--- config.mk ---
export PLATFORM = sky130hd
export DESIGN_NAME = bit_stream_serializer
export DESIGN_NICKNAME = d
export VERILOG_FILES = /design/src/rtl/serializer_pkg.sv /design/src/rtl/ser_hold_buf.sv /design/src/rtl/bit_stream_serializer.sv
export SDC_FILE = /design/constraint.sdc
export NUM_CORES = 1
export LEC_CHECK = 0
export ABC_AREA = 1
export CAP_MARGIN = 20
export CORE_UTILIZATION = 50
export DETAILED_ROUTE_END_ITERATION = 12
export DONT_BUFFER_PORTS = 1
export PLACE_DENSITY = 0.68
export SLEW_MARGIN = 25
export SYNTH_ARGS = -nofsm -noshare
export SYNTH_HDL_FRONTEND = slang
export SYNTH_SLANG_ARGS = --single-unit
--- constraint.sdc ---
create_clock -name clk -period 1.1 [get_ports clk]
set_input_delay 0.22 -clock clk [delete_from_list [all_inputs] [get_ports clk]]
set_output_delay 0.22 -clock clk [all_outputs]
set_load 0.1 [all_outputs]
--- src/rtl/serializer_pkg.sv ---
// Shared types and limits for the bit-stream serializer.
package serializer_pkg;

    typedef enum logic {
        IDLE  = 1'b0,
        SHIFT = 1'b1
    } ser_state_t;

    localparam int unsigned SER_MAX_WIDTH = 32;

    // Bit-counter width: enough to hold WIDTH-1, never narrower than one bit.
    function automatic int unsigned ser_cnt_width(input int unsigned width);
        return (width < 2) ? 1 : $clog2(width);
    endfunction

endpackage

--- src/rtl/ser_hold_buf.sv ---
// One-word skid register for the serializer; present only when SERIALIZER_SKID_EN is defined.
`ifdef SERIALIZER_SKID_EN
module ser_hold_buf #(
    parameter int unsigned WIDTH = 8
) (
    input  logic             clk,
    input  logic             rst,
    input  logic             push,
    input  logic             pop,
    input  logic [WIDTH-1:0] push_data,
    output logic [WIDTH-1:0] data,
    output logic             vld
);

    // A simultaneous push and pop keeps the entry occupied with the new word.
    always_ff @(posedge clk or posedge rst) begin
        if (rst) begin
            vld  <= 1'b0;
            data <= '0;
        end else begin
            if (push) begin
                data <= push_data;
            end
            if (push) begin
                vld <= 1'b1;
            end else if (pop) begin
                vld <= 1'b0;
            end
        end
    end

endmodule
`endif

--- src/rtl/bit_stream_serializer.sv ---
// Parallel-to-serial front end: WIDTH-bit words in over valid/ready, MSB-first bits out.
// Define SERIALIZER_SKID_EN to add a one-word holding register that accepts while shifting.
module bit_stream_serializer
    import serializer_pkg::*;
#(
    parameter int unsigned WIDTH    = 8,
    parameter logic        IDLE_BIT = 1'b0
) (
    input  logic             clk,
    input  logic             rst,
    input  logic [WIDTH-1:0] in_data,
    input  logic             in_valid,
    output logic             in_ready,
    output logic             dout,
    output logic             dout_valid,
    output logic             word_done,
    output logic             busy
);

    localparam int unsigned CNT_W = ser_cnt_width(WIDTH);

    ser_state_t       state;
    ser_state_t       state_nxt;
    logic [WIDTH-1:0] shreg;
    logic [WIDTH-1:0] shreg_nxt;
    logic [CNT_W-1:0] bit_cnt;
    logic [CNT_W-1:0] cnt_nxt;
    logic             last_bit;
    logic             accept;

    assign last_bit = (state == SHIFT) && (bit_cnt == '0);
    assign accept   = in_valid && in_ready;

`ifdef SERIALIZER_SKID_EN
    logic             hold_vld;
    logic             hold_push;
    logic             hold_pop;
    logic [WIDTH-1:0] hold_data;

    ser_hold_buf #(
        .WIDTH (WIDTH)
    ) u_hold (
        .clk       (clk),
        .rst       (rst),
        .push      (hold_push),
        .pop       (hold_pop),
        .push_data (in_data),
        .data      (hold_data),
        .vld       (hold_vld)
    );

    assign in_ready = !hold_vld;
`else
    assign in_ready = (state == IDLE) || last_bit;
`endif

    // Next-state and datapath control.
    always_comb begin
        state_nxt = state;
        shreg_nxt = shreg;
        cnt_nxt   = bit_cnt;
`ifdef SERIALIZER_SKID_EN
        hold_push = 1'b0;
        hold_pop  = 1'b0;
`endif
        case (state)
            IDLE: begin
                if (accept) begin
                    state_nxt = SHIFT;
                    shreg_nxt = in_data;
                    cnt_nxt   = CNT_W'(WIDTH - 1);
                end
            end
            SHIFT: begin
                shreg_nxt = {shreg[WIDTH-2:0], 1'b0};
                if (bit_cnt != '0) begin
                    cnt_nxt = bit_cnt - CNT_W'(1);
`ifdef SERIALIZER_SKID_EN
                    hold_push = accept;
`endif
                end else begin
`ifdef SERIALIZER_SKID_EN
                    // The held word always goes out before any newly offered one.
                    if (hold_vld) begin
                        shreg_nxt = hold_data;
                        cnt_nxt   = CNT_W'(WIDTH - 1);
                        hold_pop  = 1'b1;
                        hold_push = accept;
                    end else if (accept) begin
                        shreg_nxt = in_data;
                        cnt_nxt   = CNT_W'(WIDTH - 1);
                    end else begin
                        state_nxt = IDLE;
                    end
`else
                    if (accept) begin
                        shreg_nxt = in_data;
                        cnt_nxt   = CNT_W'(WIDTH - 1);
                    end else begin
                        state_nxt = IDLE;
                    end
`endif
                end
            end
            default: begin
                state_nxt = IDLE;
            end
        endcase
    end

    always_ff @(posedge clk or posedge rst) begin
        if (rst) begin
            state   <= IDLE;
            shreg   <= '0;
            bit_cnt <= '0;
        end else begin
            state   <= state_nxt;
            shreg   <= shreg_nxt;
            bit_cnt <= cnt_nxt;
        end
    end

    // Outputs depend only on registered state, never on the inputs.
    assign dout       = (state == SHIFT) ? shreg[WIDTH-1] : IDLE_BIT;
    assign dout_valid = (state == SHIFT);
    assign busy       = (state == SHIFT);
    assign word_done  = last_bit;

endmodule

=== Yosys cells after proc, flatten, opt, wreduce, memory -nomap -nowiden ===
Index checks and enable logic that the tools add are counted.
W data, S select, Z words.

* Output and inout bits: 5
* Memories kept: 0
* Register bits: 12
* Word-level logic and storage cells: 22
* Bits in writable memories: 0
* Bits in read-only memories: 0
* Bits in latches: 0
* Bits of input ports: 11

* Bitwise logic cells: 1
* Divide/modulo/power cells: 0
* Reduce and logical (&&, ||, !) cells: 5
* Equality and inequality tests: 1
* Multipliers: 0
* Shift operators: 0
* Magnitude comparators: 0
* Add/subtract/negate cells: 1
* Multiplexer cells: 11

{| class="wikitable"
|+ Operators with widths
! cell !! count
|-
| $mux W8 || 3
|-
| $pmux W8 S2 || 1
|-
| $mux W3 || 2
|-
| $pmux W3 S2 || 1
|-
| $logic_not A3 Y1 || 1
|-
| $mux W1 || 3
|-
| $reduce_bool A3 Y1 || 1
|-
| $sub A3 B1 Y3 const B || 1
|-
| $logic_and A1 B1 Y1 || 2
|-
| $ne A2 B2 Y1 const B || 1
|-
| $pmux W1 S2 || 1
|-
| $logic_or A1 B1 Y1 || 1
|-
| $not A1 Y1 || 1
|}

=== Logic depth before layout (Yosys ltp) ===
* Depth after elaboration: 7
* Depth in mapped cells: 8
* Gate-level depth less buffers: 8

=== Least setup slack after synthesis ===
No wires, ideal clock.

* Path type: reg-to-output
* Start: register state, in the netlist busy
* End: output port word_done
* Slack: -1709 ps
* Data arrival time: 2589 ps
* Data required time: 880 ps
* Stages on the path, launching flop included: 4
* Path buffers: 1
* Cell sequence: dfrtp_1 > buf_6 > inv_2 > nor2_1

* Word-level cells in the longest chain between the ends: 1

{| class="wikitable"
|+ Ends and longest elaborated chain
! what !! line !! RTL
|-
| from (decl) || bit_stream_serializer.sv:22 || <nowiki>ser_state_t state;</nowiki>
|-
| from (signal assigned) || bit_stream_serializer.sv:117 || <nowiki>state <= state_nxt;</nowiki>
|-
| $logic_and A1 B1 Y1 || bit_stream_serializer.sv:31 || <nowiki>assign last_bit = (state == SHIFT) && (bit_cnt == '0);</nowiki>
|-
| to (decl) || bit_stream_serializer.sv:16 || <nowiki>output logic word_done,</nowiki>
|}

No other way between the ends.

=== Final worst setup path ===
* Start: register bit_cnt[1]
* End: output port word_done

* Word-level cells in the longest chain between the ends: 2

{| class="wikitable"
|+ Ends and longest elaborated chain
! what !! line !! RTL
|-
| from (decl) || bit_stream_serializer.sv:26 || <nowiki>logic [CNT_W-1:0] bit_cnt;</nowiki>
|-
| from (signal assigned) || bit_stream_serializer.sv:119 || <nowiki>bit_cnt <= cnt_nxt;</nowiki>
|-
| $logic_not A3 Y1 || bit_stream_serializer.sv:31 ||
|-
| $logic_and A1 B1 Y1 || bit_stream_serializer.sv:31 ||
|}

No other way between the ends.

==> reports/results.tsv <==
stage	metric	value	unit
clocking	CTS buffer count	3	
clocking	CTS tree	yes	
global_route	initial antenna violation count	0	
timing	Achievable Freq	0.676	GHz
timing	final period utilization	134	%
hold_path	Hold Crit Depth	2	
route	1st-iter DRT viols	9	
worst_setup_path	Reg2Reg Launch Point	bit_cnt[1]$_DFF_PP0_	
yosys	Synth area leaders	dfrtp_1 (43%), nand2_1 (26%), inv_1 (7.1%)	
worst_setup_path	CP required	0.88	ns
layout	layout cells sized above 1	42.4	%
placed_design	Placed Cells	123	
global_route	Tot GR Track Use	24.1	%
worst_setup_path	Worst R2R Setup Slack	-0.29	ns
floorplanning	core area	1280	µm²
layout	# diodes	0	
timing	Final Critical Period	1.48	ns
route	Post-Route WL	1620	µm
yosys	top cell type's share of synthesized area	43.5	%
status	status	complete, but fails checks	
worst_setup_path	type of origin of the critical path	flop	
route	antenna-violating nets left	0	
worst_setup_path	Worst R2R Path Depth	10	
power	P_int	1760	µW
route	vias per inst	4.84	
power	switching fraction of total power	49.5	%
global_route	first-pass GRT wire length	2420	µm
clocking	clock latency on the worst-skew pair	0.28	ns
flow_run	max_cap viols	0	
timing	RSZ-0062 raised after global routing	yes	
layout	Non-Filler Instances	133	
layout	area grow syn2layout	49.6	%
clocking	Max Root-Sink Buffers	2	
layout	design area	1030	µm²
placed_design	# port buffers	0	
placed_design	placed cell areas	861	µm²
power	Comb pwr share	69.2	%
hold_path	end of the worst hold path	busy$_DFF_PP0_	
power	Static Leak	0.000571	µW
yosys	Syn Std Cell Area	691	µm²
yosys	library cells used by synthesis	16	
timing	Final Hold Fails	0	
hold_path	Hold/Removal Path Class	in -> reg	
floorplanning	IO Pins	16	
floorplanning	FP Rows	13	
worst_setup_path	CP Capture Type	output pin	
worst_setup_path	CP Max Fanout	3	
floorplanning	chip height	39.2	µm
power	total power draw	3480	µW
route	drt drc	0	
timing	count of final setup violators	14	
global_route	largest net degree at the start of global routing	13	
yosys	post-synthesis cell count	96	
power	total power per unit cell area	3370	nW/µm²
status	failing checks	negative setup slack	
worst_setup_path	worst-path cell with the longest stage delay	dfrtp_1	
clocking	CTS Sinks	12	
worst_setup_path	FF-to-FF End	shreg[7]$_DFFE_PP0P_	
global_route	total grt overflow	0	
yosys	post-synthesis net count	109	
placed_design	RD Place Congestion	0.830	
worst_setup_path	Setup CP Type	reg -> out	
floorplanning	Die Footprint	1530	µm²
clocking	clock root cell	clkbuf_4	
layout	# nets final	132	
route	Via Count	644	
hold_path	origin of the worst min-delay path	in_valid	
yosys	Seq/Total Area, Yosys	43.5	%
power	sw power	1720	µW
route	drt wl/cell	12.1	µm
yosys	syn_area_per_cell	7.19	µm²
power	Worst VDD drop	1.92	mV
worst_setup_path	critical path, cell by cell	inv_2 > ha_4 > nand2_4 > nor2_4 > buf_12	
timing	worst clock skew	0.00541	ns
timing	max-slew violation count	0	
clocking	CTS H-tree lvls	1	
timing	Max-slew headroom	69.6	%
timing	Worst Max-Slew Pin Slew	0.456	ns
power	clock power share	8.6	%
placed_design	post-DP HPWL	1010	µm
power	sequential share of power	22.2	%
global_route	vias in the first global route	591	
worst_setup_path	critical path arrival	1.26	ns
layout	fin util	80.4	%
worst_setup_path	CP peak stage delay	0.38	ns
route	Pre-antenna DRT Iters	2	
yosys	largest area contributor in the netlist	dfrtp_1	
yosys	Synth Register Bits	12	
clocking	CTS clk-pin slew, worst paths	0.08	ns
timing	min setup slack post-route	-0.379	ns
floorplanning	Die Width	39.2	µm
floorplanning	initial core utilization	53.7	%
yosys	yosys warns	0	
timing	hold_ws	0.0652	ns
-- cell usage in the layout (no fill, tap or decap) --
cell           instances
nand2_4                3
ha_4                   1
inv_4                  1
nand3_2                2
o21ai_1                1
a21oi_2                1
nand3_4                1
buf_12                 5
clkbuf_1               1
dfrtp_1               11
nor2_4                 2
nand2_2                9
inv_1                 10
inv_2                  5
clkbuf_4               3
nand2_8                1
dfrtp_4                1
ha_1                   1
buf_4                 11
nand2_1               39
nor3_1                 1
dlygate4sd3_1          1
nand3_1                3
clkinvlp_4             1
buf_6                  3
-- synthesized netlist by cell type (all sizes together) --
master / instances
nor2: 2
nor3: 1
buf: 2
ha: 2
inv: 17
o21ai: 1
a21oi: 1
dfrtp: 12
nand2: 52
nand3: 6
-- cells by family after synthesis --
kind of cell	after synthesis	synth area share, %
simple gates	61	39.5
buf+inv	19	12.0
flops	12	43.5
compound gates	2	1.45
fa+ha+maj	2	3.62
-- area by class of cell --
cell class                      instances  area [µm²]
Timing Repair Buffer                   20         226
Sequential cell                        12         304
Inverter                               17        70.1
Fill cell                              87         251
Clock buffer                            4        26.3
Tap cell                               15        18.8
Multi-Input combinational cell         65         388
-- power by group through the flow --
stage	Combinational, µW	Clock [µW]	Sequential, µW
finish	2410	298	774
global route	2580	314	788
CTS	2200	294	763
detailed placement	1950	0	766
global placement	1900	0	760
floorplan	1280	0	830
-- routing by layer --
layer / GRT usage (%) / up-vias / part of all wire (%)
li1: - / 327 / -
met1: 28.2 / 300 / 43
met2: 41.7 / 12 / 51
met3: 4.62 / 5 / 3.5
met4: 11.2 / 0 / 1.8
met5: 0 / - / 0
-- worst max-delay path, delay by kind of cell, from the launching register on --
kind          cells  cell delay (ns)
buf+inv           2             0.26
flops             1             0.38
fa+ha+maj         1             0.16
simple gates      2             0.18
-- sequential cells by signal, summed over array words and instances (netlist names) --
| register | flops |
|---|---|
| bit_cnt | 3 |
| shreg | 8 |
| busy | 1 |
-- stage by stage --
step | setup TNS [ns] | setup slack [ns]
2_1_floorplan | -4.41 | -0.458
3_3_place_gp | -0.767 | -0.200
3_5_place_dp | -1.24 | -0.237
4_1_cts | -2.75 | -0.350
5_1_grt | -4.79 | -0.434
6_report | -3.86 | -0.379
-- worst max path at each step --
stage	cells past startpoint	from	to	slack, ns
after floorplan	3	busy$_DFF_PP0_	word_done	-0.46
after global placement	5	bit_cnt[0]$_DFF_PP0_	in_ready	-0.20
after detailed placement	5	bit_cnt[0]$_DFF_PP0_	in_ready	-0.24
after CTS	5	bit_cnt[1]$_DFF_PP0_	word_done	-0.35
after global routing	5	bit_cnt[1]$_DFF_PP0_	word_done	-0.43
final	5	bit_cnt[1]$_DFF_PP0_	word_done	-0.38
-- timing repair --
action | CTS | global route
setup buffers | 3 | 3
resized for setup | 12 | 16
pin swaps | 10 | 7
endpoints found under the setup margin | 15 | 16
hold endpoints to repair | 12 | 0
hold buffers | 1 | 0
Note: power is estimated with default switching activity, not from simulation.
